**config.mk**
```make
export PLATFORM = sky130hd
export DESIGN_NAME = seven_seg_scanner_flat
export DESIGN_NICKNAME = d
export VERILOG_FILES = /design/src/rtl/seven_seg_if.sv /design/src/rtl/seven_seg_scanner.sv /design/src/flat_wrapper.sv
export SDC_FILE = /design/constraint.sdc
export NUM_CORES = 1
export LEC_CHECK = 0
export CAP_MARGIN = 20
export CORE_MARGIN = 2
export CORE_UTILIZATION = 39
export CTS_BUF_LIST = sky130_fd_sc_hd__clkbuf_8
export DETAILED_ROUTE_END_ITERATION = 7
export PLACE_DENSITY = 0.57
export SLEW_MARGIN = 5
export SYNTH_ARGS = -nofsm -noshare
export SYNTH_HDL_FRONTEND = slang
export SYNTH_SLANG_ARGS = --single-unit
```
**constraint.sdc**
```tcl
create_clock -name clk -period 2.6 [get_ports clk]
set_input_delay 0.26 -clock clk [delete_from_list [all_inputs] [get_ports clk]]
set_output_delay 0.26 -clock clk [all_outputs]
set_load 0.02 [all_outputs]
```
**src/rtl/seven_seg_if.sv**
```systemverilog
// seven_seg_if: digit/mask inputs and scanned display outputs of the seven-segment scanner.
interface seven_seg_if;
    logic        enable;
    logic [15:0] digits;
    logic [3:0]  blink_mask;
    logic [3:0]  dp_mask;
    logic [3:0]  nib;
    logic [3:0]  an;
    logic        dp_n;
    logic        frame_start;
    modport master (output enable, digits, blink_mask, dp_mask, input nib, an, dp_n, frame_start);
    modport slave (input enable, digits, blink_mask, dp_mask, output nib, an, dp_n, frame_start);
endinterface

```
**src/rtl/seven_seg_scanner.sv**
```systemverilog
// seven_seg_scanner: time-multiplexed four-digit common-anode driver with blanking gap and blink mask.
module seven_seg_scanner #(
    parameter int DIV       = 50000,
    parameter int BLANK     = 500,
    parameter int BLINK_DIV = 60
) (
    input logic clk,
    input logic rst,
    seven_seg_if.slave bus
);
    localparam int CMAX = DIV > BLANK ? DIV : BLANK;
    localparam int CW = CMAX > 1 ? $clog2(CMAX) : 1;
    localparam int FW = BLINK_DIV > 1 ? $clog2(BLINK_DIV) : 1;
    localparam logic [CW-1:0] B_LAST = CW'(BLANK - 1);
    localparam logic [CW-1:0] D_LAST = CW'(DIV - 1);
    localparam logic [FW-1:0] F_LAST = FW'(BLINK_DIV - 1);
    typedef enum logic [1:0] {S_IDLE, S_BLANK, S_DRIVE} state_t;
    state_t state, state_d;
    logic [CW-1:0] cnt, cnt_d;
    logic [1:0] idx, idx_d;
    logic [15:0] snap, snap_d;
    logic [FW-1:0] fcnt, fcnt_d;
    logic phase, phase_d;
    logic [3:0] nib, nib_d, an, an_d;
    logic dp_n, dp_n_d, fs, fs_d;
    logic [1:0] nxt_idx;
    logic hide;
    assign nxt_idx = idx + 2'd1;
    assign hide = !phase && bus.blink_mask[idx];
    always_comb begin
        state_d = state;
        cnt_d = cnt;
        idx_d = idx;
        snap_d = snap;
        fcnt_d = fcnt;
        phase_d = phase;
        nib_d = nib;
        an_d = an;
        dp_n_d = dp_n;
        fs_d = 1'b0;
        if (!bus.enable) begin
            state_d = S_IDLE;
            cnt_d = '0;
            idx_d = 2'd0;
            fcnt_d = '0;
            phase_d = 1'b1;
            an_d = 4'hF;
            dp_n_d = 1'b1;
        end else begin
            case (state)
                S_IDLE: begin
                    state_d = S_BLANK;
                    cnt_d = '0;
                    idx_d = 2'd0;
                    snap_d = bus.digits;
                    nib_d = bus.digits[3:0];
                    fs_d = 1'b1;
                end
                S_BLANK: begin
                    cnt_d = cnt == B_LAST ? '0 : cnt + 1'b1;
                    if (cnt == B_LAST) begin
                        state_d = S_DRIVE;
                        an_d = hide ? 4'hF : ~(4'b0001 << idx);
                        dp_n_d = hide | ~bus.dp_mask[idx];
                    end
                end
                S_DRIVE: begin
                    cnt_d = cnt == D_LAST ? '0 : cnt + 1'b1;
                    if (cnt == D_LAST) begin
                        state_d = S_BLANK;
                        idx_d = nxt_idx;
                        an_d = 4'hF;
                        dp_n_d = 1'b1;
                        nib_d = snap[{nxt_idx, 2'b00} +: 4];
                        // Wrapping re-snapshots so each frame shows one coherent value.
                        if (idx == 2'd3) begin
                            snap_d = bus.digits;
                            nib_d = bus.digits[3:0];
                            fs_d = 1'b1;
                            fcnt_d = fcnt == F_LAST ? '0 : fcnt + 1'b1;
                            phase_d = fcnt == F_LAST ? ~phase : phase;
                        end
                    end
                end
                default: state_d = S_IDLE;
            endcase
        end
    end
    always_ff @(posedge clk) begin
        if (rst) begin
            state <= S_IDLE;
            cnt <= '0;
            idx <= 2'd0;
            snap <= 16'h0;
            fcnt <= '0;
            phase <= 1'b1;
            nib <= 4'h0;
            an <= 4'hF;
            dp_n <= 1'b1;
            fs <= 1'b0;
        end else begin
            state <= state_d;
            cnt <= cnt_d;
            idx <= idx_d;
            snap <= snap_d;
            fcnt <= fcnt_d;
            phase <= phase_d;
            nib <= nib_d;
            an <= an_d;
            dp_n <= dp_n_d;
            fs <= fs_d;
        end
    end
    assign bus.nib = nib;
    assign bus.an = an;
    assign bus.dp_n = dp_n;
    assign bus.frame_start = fs;
endmodule

```
**src/flat_wrapper.sv**
```systemverilog
// flat-port wrapper written by rule: the top's interface ports become plain ports
module seven_seg_scanner_flat 
#(
    parameter int DIV       = 50000,
    parameter int BLANK     = 500,
    parameter int BLINK_DIV = 60
)
  (clk, rst, bus_enable, bus_digits, bus_blink_mask, bus_dp_mask, bus_nib, bus_an, bus_dp_n, bus_frame_start);
  seven_seg_if bus_i ();
  input logic clk;
  input logic rst;
  input wire logic [$bits(bus_i.enable)-1:0] bus_enable;
  input wire logic [$bits(bus_i.digits)-1:0] bus_digits;
  input wire logic [$bits(bus_i.blink_mask)-1:0] bus_blink_mask;
  input wire logic [$bits(bus_i.dp_mask)-1:0] bus_dp_mask;
  output wire logic [$bits(bus_i.nib)-1:0] bus_nib;
  output wire logic [$bits(bus_i.an)-1:0] bus_an;
  output wire logic [$bits(bus_i.dp_n)-1:0] bus_dp_n;
  output wire logic [$bits(bus_i.frame_start)-1:0] bus_frame_start;
  assign bus_i.enable = bus_enable;
  assign bus_i.digits = bus_digits;
  assign bus_i.blink_mask = bus_blink_mask;
  assign bus_i.dp_mask = bus_dp_mask;
  assign bus_nib = bus_i.nib;
  assign bus_an = bus_i.an;
  assign bus_dp_n = bus_i.dp_n;
  assign bus_frame_start = bus_i.frame_start;
  seven_seg_scanner #(.DIV(DIV), .BLANK(BLANK), .BLINK_DIV(BLINK_DIV)) u_core (.clk(clk), .rst(rst), .bus(bus_i));
endmodule
```
---- Word-level counts from Yosys, hierarchy flattened ----
Index checks and enable logic that the tools add are counted.
word-level totals
  register bits after elaboration ......... 53
  bits of input ports ..................... 27
cells by class
  add/subtract/negate cells ............... 3
  $lt $le $gt $ge ......................... 1
  equality and inequality tests ........... 9
  shifts and indexed selects .............. 2
  muxes and demuxes ....................... 29
  bitwise gates (word level) .............. 5
  reductions and logical operators ........ 14
operators by type and width
  kind                                                               number
  16-bit 2-to-1 mux                                                  4
  16-bit case mux with 3 select lines                                1
  16-bit case mux with 2 select lines                                1
  4-bit 2-to-1 mux                                                   5
  16-bit by 1-bit adder with 16-bit output (second input constant)   1
  16-bit == test (second input constant)                             1
  16-bit by 9-bit == test with 1-bit output (second input constant)  1
  4-bit case mux with 2 select lines                                 2
  16-bit by 5-bit variable part select with 4-bit output             1
  3-bit AND reduction                                                3
  4-bit AND reduction                                                2
  6-bit by 1-bit adder with 6-bit output (second input constant)     1
  6-bit == test (second input constant)                              1
  1-bit 2-to-1 mux                                                   6
  2-bit 2-to-1 mux                                                   3
  6-bit 2-to-1 mux                                                   1
  2-bit by 1-bit != test with 1-bit output (second input constant)   3
  2-bit case mux with 3 select lines                                 1
  1-bit binary-select mux with 2-bit select                          2
  2-bit == test (second input constant)                              2
  4-bit inverter                                                     1
  1-bit case mux with 2 select lines                                 2
  2-bit case mux with 2 select lines                                 1
  2-bit AND reduction                                                2
  12 further kinds                                                   15

---- Longest topological paths before layout ----
Gate-level depths: netlist of the first run.
  word-level depth ........................ 6
  depth in mapped cells ................... 9
  mapped depth without buffers ............ 7

---- Worst setup path after synthesis of the first run ----
OpenSTA, ideal clock, no wires.
  kind .................................... reg-to-reg
  start point ............................. register u_core.cnt[10]
  end point ............................... register u_core.cnt[2]
  arrival time ............................ 2130 ps
  data required time ...................... 2480 ps
  path slack .............................. 350 ps
  stages on the path, launching flop included .. 7
  period minus slack after synthesis ...... 2250 ps
  cell sequence ........................... dfxtp_1 or4b_4 or4_4 a21boi_2 buf_2 o21a_1 nor2_1
on the way
  cells in the longest elaborated chain, start to end .. 3
  elaborated cells on any way between the ends .. 5
  those cells by class .................... eq/ne: 2; mux: 3
ends and longest elaborated chain
  item                                                                         line                                              source
  from (decl)                                                                  seven_seg_scanner.sv:19                           logic [CW-1:0] cnt, cnt_d;
  from (signal assigned)                                                       seven_seg_scanner.sv:103                          cnt <= cnt_d;
  16-bit == test or 16-bit by 9-bit == test with 1-bit output (tied branches)  seven_seg_scanner.sv:68, seven_seg_scanner.sv:60
  16-bit 2-to-1 mux (on tied branches)                                         seven_seg_scanner.sv:68, seven_seg_scanner.sv:60
  16-bit case mux with 3 select lines (*)                                      seven_seg_scanner.sv:50                           case (state)
Mark *: on every way between the ends. The rest lies on a longest branch, timed or not.
A chain may end at the register's enable or synchronous reset.

---- Final worst setup path of the first run ----
  start point ............................. register u_core.cnt[10]
  end point ............................... register u_core.an[3], in the netlist u_core.bus.an[3]
on the way
  cells in the longest elaborated chain, start to end .. 3
  elaborated cells on any way between the ends .. 5
  those cells by class .................... eq/ne: 4; reduce/logical: 1
ends and longest elaborated chain
  item                                                                         line                                              source
  16-bit == test or 16-bit by 9-bit == test with 1-bit output (tied branches)  seven_seg_scanner.sv:69, seven_seg_scanner.sv:61
  2-bit by 1-bit != test with 1-bit output (no line)                           --
  3-bit AND reduction (no line) (*)                                            --
  to (signal assigned)                                                         seven_seg_scanner.sv:109                          an <= an_d;
  to (decl)                                                                    seven_seg_scanner.sv:24                           logic [3:0] nib, nib_d, an, an_d;
Marks and branches as above.

==> qor.txt, run 1 <==
vias in the first global route = 2300
combinational share of power = 13.1%
Vias/cell = 5.34
Synthesis Warnings = 0
sw frac = 23.4%
Int Power = 1.26 mW
Post-Synthesis Cells = 293
DP Area = 3220 µm²
Post-synth EDFFs = 0
period utilisation layout = 92.4%
HPWL Detailed = 4.51 mm
drt first pass iters = 4
die area = 7680 µm²
Die W = 87.6 µm
skew final = 0.00847 ns
largest family of logic cells by synthesized area = simple AND/OR/NAND/NOR gates
DRT iter0 DRCs = 93
Seq/Total Area, Yosys = 38.9%
status = finished clean
largest net degree at the start of global routing = 20
CTS root buf = clkbuf_8
hold_sp = u_core.bus.dp_n
most frequent cells in the layout = 53 x dfxtp_1, 36 x clkdlybuf4s50_1, 35 x nor2_1
reg2reg end = u_core.bus.an[3]
arrival time worst endpoint = 2.58 ns
post-synthesis mux area share = 13.0%
layout cells sized above 1 = 10.3%
worst-path fanout max = 10
adder-cell share of the synthesized area = 4.59%
Worst Path Class, Setup = reg -> reg
Startpoint Class = flip-flop
gr ovfl total = 0
DRC = 0
Starting Density = 40.1%
R2R depth = 6
Hold Path Class = reg -> reg
switching pwr = 0.385 mW
synthesized flop and latch total = 53
IO buf count = 36
IO Pins = 37
Setup-failing EPs final = 0
first-pass GRT wire length = 10.5 mm
RSZ-0062 raised after global routing = no
Clock Power Share = 35.1%
Die Y = 87.6 µm
count of pins over their slew limit = 0
synthesis-to-finish area growth = 22.6%
initial antenna violation count = 0
Yosys cell types = 55
syn_area_per_cell = 9.31 µm²
ys async rst share = 0%
GPL Wtd Cong = 0.799
worst vdd ir = 246 µV
final hold violations = 0
register share of total power = 51.8%
Core Rows = 30
worst r2r src = u_core.cnt[10]
CTS Sinks = 53
Post-Syn Area = 2730 µm²
setup TNS = 0 ns
Tmin final = 2.40 ns
worst skew pair latency = 0.30 ns
worst reg2reg setup slack = 0.20 ns
synth top area cells = dfxtp_1 39%, mux2i_1 8.1%, mux4_2 5.0%
H-tree levels = 2
post-synth top area cell = dfxtp_1
Max stage delay on crit path = 0.60 ns
critical path's slowest cell = or4b_4
total track usage = 17.2%
WL/cell = 14.5 µm
Worst Tran Pin Value = 0.589 ns
Core Area = 6790 µm²
Net Count, Synth = 330
Crit. End Element = flip-flop
Critical Path RT = 2.78 ns
post-synthesis simple-gate area fraction = 23.5%
XOR/XNOR share of the synthesized area = 2.25%
Clock Pin Slew Worst Setup and Hold Paths = 0.09 ns
hold path depth = 1
total CTS buffers = 5
ys flop type = dfxtp_1
Final nets = 367
Lkg Pwr = 1.17 nW
commonest non-fill, non-tap cell in the layout = dfxtp_1
Antenna Violating Nets Remaining = 0
top-area cell type share of the netlist area = 38.9%
max cap viols = 0
fmax = 0.416 GHz
Hold Path End = u_core.bus.dp_n
CP Cell Sequence = or4b_4, or4_4, a21boi_2, buf_4, and2_1, a31oi_1
Via Count = 2281
ANT cells = 0
post-route cell area = 3340 µm²
power density over the cells = 493 nW/µm²
Slew headroom = 60.7%
Compound-Gate Fraction of Synth Area = 13.9%
Post-Route WL = 6.19 mm
TritonCTS clock tree = done
clock buffer depth = 2
power by group through the flow:
| stage | logic, mW | registers, mW | clock network (mW) |
|---|---|---|---|
| 2_1_floorplan | 0.119 | 0.876 | 0 |
| 3_3_place_gp | 0.214 | 0.872 | 0 |
| 3_5_place_dp | 0.217 | 0.873 | 0 |
| 4_1_cts | 0.218 | 0.854 | 0.597 |
| 5_1_grt | 0.240 | 0.857 | 0.637 |
| 6_report | 0.217 | 0.854 | 0.579 |
worst max-delay path by stage:
stage | start | endpoint | slack [ns] | cells past startpoint
after global routing | u_core.cnt[1] | u_core.bus.an[3] | 0.02 | 7
after detailed placement | u_core.cnt[10] | u_core.bus.nib[3] | 0.16 | 5
after floorplan | u_core.cnt[10] | u_core.cnt[2] | 0.35 | 6
final | u_core.cnt[10] | u_core.bus.an[3] | 0.20 | 6
after global placement | u_core.cnt[10] | u_core.bus.nib[3] | 0.19 | 5
after CTS | u_core.cnt[10] | u_core.bus.nib[3] | 0.15 | 5
logic make-up after synthesis:
logic type,Yosys count
adder cells (fa/ha/maj),10
multiplexers,28
buffers and inverters,24
flip-flops,53
XOR/XNOR,7
AO/OA/AOI/OAI,56
AND/OR/NAND/NOR,115
Yosys cell counts, types with 7 or more instances:
master	n
inv_1	7
nand2_1	18
o21ai_0	7
clkbuf_1	9
nand3_1	10
ha_1	10
nor2_1	35
mux2i_1	22
dfxtp_1	53
a211oi_1	9
a21oi_1	14
or3_1	9
per-layer routing:
metal | GRT usage (%) | routed length [µm] | vias to the layer above
met1 | 20.9 | 2780 | 1084
li1 | - | - | 1142
met5 | 0 | 0 | -
met3 | 3.77 | 230 | 6
met4 | 5.31 | 61 | 0
met2 | 30.2 | 3120 | 49
metrics by stage:
stage,cells,setup slack (ns),power [mW],hold slack (ns),utilization [%]
detailed placement,419,0.160,1.09,0.476,47.4
floorplan,293,0.350,0.995,0.407,-
finish,427,0.199,1.65,0.495,49.2
global placement,419,0.186,1.09,0.470,47.4
global route,427,0.0205,1.73,0.512,49.2
CTS,427,0.149,1.67,0.500,49.1
area by class of cell:
| class | count | area (µm²) |
|---|---|---|
| Clock inverter | 2 | 33.8 |
| Clock buffer | 6 | 82.6 |
| Inverter | 8 | 30.0 |
| Timing Repair Buffer | 46 | 448 |
| Tap cell | 96 | 120 |
| Sequential cell | 53 | 1060 |
| Fill cell | 673 | 3450 |
| Multi-Input combinational cell | 216 | 1570 |
timing repair:
item                                    4_1_cts  5_1_grt
hold buffers                                  0        0
gates resized for setup                       0        1
setup buffers                                 0        0
endpoints found under the setup margin        0        2
state kept, by name, summed over array words and instances (netlist names):
signal	count
u_core.cnt	16
u_core.fcnt	6
u_core.idx	2
u_core.snap	16
u_core.state	2
u_core.bus.dp_n	1
u_core.bus.an	4
u_core.bus.nib	4
u_core.phase	1
u_core.bus.frame_start	1
worst max-delay path: cells and delay by family (launching register included):
| kind | cells | cell delay [ns] |
|---|---|---|
| and+or+nand+nor | 3 | 1.41 |
| AOI/OAI and AO/OA | 2 | 0.31 |
| buffers and inverters | 1 | 0.19 |
| DFF | 1 | 0.37 |
No activity file was read; power rests on OpenSTA's default activity.
==> run 2, diff against run 1 <==
- CAP_MARGIN: 20 -> 10
==> results of run 2 <==
Same layout as run 1: the final DEF is identical, and so are final timing and power.
==> variant 1: new RTL, flow settings as in run 1 <==
`BLANK` is set to 500 in 2 places; all go to 250.
--- a/src/rtl/seven_seg_scanner.sv
+++ b/src/rtl/seven_seg_scanner.sv
@@ -1,7 +1,7 @@
 // seven_seg_scanner: time-multiplexed four-digit common-anode driver with blanking gap and blink mask.
 module seven_seg_scanner #(
     parameter int DIV       = 50000,
-    parameter int BLANK     = 500,
+    parameter int BLANK     = 250,
     parameter int BLINK_DIV = 60
 ) (
     input logic clk,
--- a/src/flat_wrapper.sv
+++ b/src/flat_wrapper.sv
@@ -2,7 +2,7 @@
 module seven_seg_scanner_flat 
 #(
     parameter int DIV       = 50000,
-    parameter int BLANK     = 500,
+    parameter int BLANK     = 250,
     parameter int BLINK_DIV = 60
 )
   (clk, rst, bus_enable, bus_digits, bus_blink_mask, bus_dp_mask, bus_nib, bus_an, bus_dp_n, bus_frame_start);
Check against the original RTL: no difference found for any inputs over 10 cycles, from zero or initial values and one cycle with rst high; that may be too few to reach the edited logic, so the function may still have changed.
==> variant 1 against run 1 <==
Maximum frequency decreased by 1.9%. Design area decreased by 2.6%. Area after synthesis decreased by 1.1%. Total power decreased by 6.9%. Combinational power decreased by 2%. Die area decreased by 1.1%. Routed wire length decreased by 9.2%. First-iteration DRC count decreased by 31%. Setup slack got worse by 0.047 ns. Sequential share of layout area increased by 0.85 points. Sequential cell count unchanged. Worst hold slack got worse by 0.0046 ns.
==> variant 1: results (changes against run 1) <==
| Metric | Value |
|---|---|
| Status | `finished clean` |
| Placer Congestion | `0.777 (-2.7%)` |
| Int Pwr | `1.14 mW (-9.5%)` |
| Tmin final | `2.45 ns (+0.0468 ns)` |
| Leak | `1.14 nW (-2.4%)` |
| Largest net degree at the start of global routing | `22 (+10%)` |
| Synth top area cells | `dfxtp_1 (39%), mux2i_1 (8.2%), ha_1 (5.1%)` |
| Mapped Avg Cell Area | `9.46 um^2 (+1.6%)` |
| Via/cell ratio | `5.31 (-0.58%)` |
| Seq/Total Area, Yosys | `39.4% (+0.45 points)` |
| Most frequent cells after synthesis | `dfxtp_1 (53), nor2_1 (33), mux2i_1 (22)` |
| Fillers | `669 (-0.59%)` |
| Iter 0 DRT Violations | `64 (-31%)` |
| Final std cells w/o fill | `405 (-5.2%)` |
| Mux contribution to synthesized area | `14.0% (+0.99 points)` |
| Worst setup path end | `u_core.cnt[4]` |
| Placed cells | `397 (-5.3%)` |
| Peak VDD IR | `0.252 mV (+2.4%)` |
| Hold path cells | `2 (+1)` |
| Worst Hold End | `u_core.fcnt[4]` |
| Adder-cell share of the synthesized area | `5.11% (+0.52 points)` |
| Compound-cell area share of the yosys netlist | `11.4% (-2.5 points)` |
| Hold_ws | `0.491 ns (-0.00462 ns)` |
| Crit path max fanout | `7 (-3)` |
| Library cells used by synthesis | `46 (-16%)` |
-- variant 1: cell types whose count changed in the layout (fill, tap and decap cells not counted), sizes merged, moves of 4 or more --
cell and change:
a311oi +4, or3 -6, a211oi -7, a31oi +8, nor3 +8
-- variant 1: final cells by class --
cell class | instances | area (um^2) | share of cell area [%]
multi-input combinational | 206 | 1510 | 46.3
sequential | 53 | 1060 | 32.6
timing repair buffer | 47 | 455 | 14.0
inverter | 11 | 41.3 | 1.27
tap | 80 | 100 | 3.08
clock buffer | 5 | 68.8 | 2.11
clock inverter | 3 | 22.5 | 0.692
-- variant 1: metal layers --
metal  vias to the layer above  wire length (um)  track usage [%]
met5                         -                 0                0
met4                         0                61             5.17
met3                         4               153             3.41
met2                        31              2520             26.2
met1                      1004              2880             22.3
li1                       1112                 -                -
-- variant 1: worst max-delay path: stages, from the launching register on --
cell and delay (ns):
dfxtp_1 0.42, ha_1 0.17, or4b_2 0.59, or4_1 0.51, a32o_1 0.27, o21ai_2 0.29
nor2_1 0.09
==> variant 2: new RTL, flow settings as in run 1 <==
Made on the original files. Reset style: asynchronous (`rst`), changed in one clocked block.
--- a/src/rtl/seven_seg_scanner.sv
+++ b/src/rtl/seven_seg_scanner.sv
@@ -86,7 +86,7 @@
             endcase
         end
     end
-    always_ff @(posedge clk) begin
+    always_ff @(posedge clk or posedge rst) begin
         if (rst) begin
             state <= S_IDLE;
             cnt <= '0;
Check against the original RTL: differs if rst is asserted again (counterexample within 4 cycles, from zero or initial values and one cycle with rst high); with rst held inactive, the same outputs for 10 cycles.
==> variant 2 against run 1 <==
Routed wire length is 1.2% higher. Design area is 8.8% higher. Area after synthesis is 7.0% higher. Maximum frequency down 2.1%. Setup slack lost 0.052 ns. Sequential cell count is the same. Count of clock-buffer cells in the layout is 1 lower. First-iteration DRC count is 22% lower. Global-route usage down 1.6 points.
Power is not compared: it rests on default switching activity, and its combinational part moved more than twofold at a synthesized area within 25%.
==> variant 2: results (changes against run 1) <==
| Metric | Value |
|---|---|
| CP max-delay cell | `or4_4` |
| H-tree depth | `2 (unchanged)` |
| Syn_nets | `302 (-8.5%)` |
| Post-CTS Setup Inserts | `0 (unchanged)` |
| Library cells used by synthesis | `50 (-9.1%)` |
| Vias in the first global route | `2163 (-6.0%)` |
| Routed WL | `6260 um (+1.2%)` |
| Crit path max fanout | `16 (+6)` |
| Via/cell ratio | `5.19 (-2.9%)` |
| Hold Path Class | `input port to async pin` |
| Placer Congestion | `0.803 (+0.51%)` |
| Worst-path clk slew | `about 0.1 ns` |
| Most frequent cells after synthesis | `dfrtp_1 (47), nor2_1 (22), nand2_1 (21)` |
| Fraction of layout cells with a size suffix above 1 | `24.2% (+14 points)` |
| Leak | `approximately 1.5 nW` |
| Sw frac | `between 30% and 40%` |
| Combinational share of power | `around two fifths` |
| Critical path's largest stage delay | `0.62 ns (+0.02 ns)` |
| Max_cap viols | `0 (unchanged)` |
| Synth top area cells | `dfrtp_1 (40%), mux2_2 (5.8%), dfstp_2 (5.4%)` |
| Clock latency on the worst-skew pair | `0.30 ns (about the same)` |
| Seq group | `between 1 and 1.5 mW` |
| Initial antenna violation count | `0 (unchanged)` |
| Iter 0 DRT Violations | `73 (-22%)` |
| Worst Path Arrival | `2.65 ns (+0.07 ns)` |
| Dpl cell area | `3530 um^2 (+9.7%)` |
| Clock Path Buffers | `2 (unchanged)` |
| Max Clock Skew | `0.00608 ns (-0.00240 ns)` |
| Post-CTS sizing | `0 (unchanged)` |
| Clock root cell | `clkbuf_8` |
| TritonCTS Buffers | `5 (unchanged)` |
| Slew HR | `59.4% (-1.3 points)` |
| Post-DP HPWL | `4630 um (+2.6%)` |
| Status | `finished clean` |
| Buffers on Ports | `36 (unchanged)` |
| Cell family with most CP delay | `simple AND/OR/NAND/NOR gates` |
| Initial DRT Pass Iterations | `4 (unchanged)` |
| Biggest regs | `u_core.cnt: 16 flops, u_core.snap: 16 flops, u_core.fcnt: 6 flops` |
| Post-synthesis async set-or-reset flop share | `100% (+100 points)` |
| Syn. warnings | `0 (unchanged)` |
| Seq/Total Area, Yosys | `45.7% (+6.8 points)` |
| Hold Vio Cnt, Final | `0 (unchanged)` |
| ANT cells | `0 (unchanged)` |
| Largest net degree at the start of global routing | `32 (+60%)` |
| First-pass GRT wire length | `10500 um (-0.13%)` |
| Overall Global Routing Usage | `15.5% (-1.6 points)` |
| Peak VDD IR | `roughly 0.44 mV` |
| Final #Nets | `358 (-2.5%)` |
## variant 2: cells by family (layout without fill, tap and decap cells)
family / count (synthesis) / after routing / share of synthesized area [%]
AOI/OAI and AO/OA: 38 / 38 / 8.41
xor gates and xnor gates: 11 / 11 / 3.30
adders and majority gates: 10 / 10 / 4.29
buffers and inverters: 21 / 78 / 3.05
DFF: 53 / 53 / 45.7
muxes: 35 / 35 / 16.9
and+or+nand+nor: 97 / 97 / 18.3
## variant 2: cell type report
cell class,instances,area [um^2]
sequential,53,1330
timing repair buffer,60,553
inverter,10,37.5
tap,99,124
fill,647,3620
multi-input combinational,191,1500
clock buffer,5,68.8
clock inverter,3,17.5
## variant 2: per-layer routing
layer	track usage [%]	vias to the layer above	routed length (um)
met5	0	-	0
li1	-	1066	-
met3	2.75	7	174
met4	3.33	0	49
met2	24.0	41	2850
met1	22.9	1069	3180
## variant 2: final timing paths
| check | from | end | slack, ns | cells past startpoint |
|---|---|---|---|---|
| setup / recovery | u_core.cnt[10] | u_core.snap[3] | 0.15 | 5 |
| hold reg to reg | u_core.fcnt[5] | u_core.fcnt[5] | 0.49 | 1 |
| max in group asynchronous | rst | u_core.bus.an[3] | 1.70 | 3 |
| hold / removal | rst | u_core.cnt[8] | 0.29 | 2 |
| setup reg to reg | u_core.cnt[10] | u_core.snap[3] | 0.15 | 5 |
| min in group clk | u_core.fcnt[5] | u_core.fcnt[5] | 0.49 | 1 |
## variant 2: stage by stage
step	power [mW]	worst slack (ns)	utilization [%]	std cells
final	2.64	0.147	50.1	421
after global routing	2.79	0.00601	50.1	421
after CTS	2.67	0.0231	49.9	420
after detailed placement	2.18	0.0431	48.7	412
after global placement	2.17	0.0829	48.7	412
after floorplan	1.86	0.184	-	265
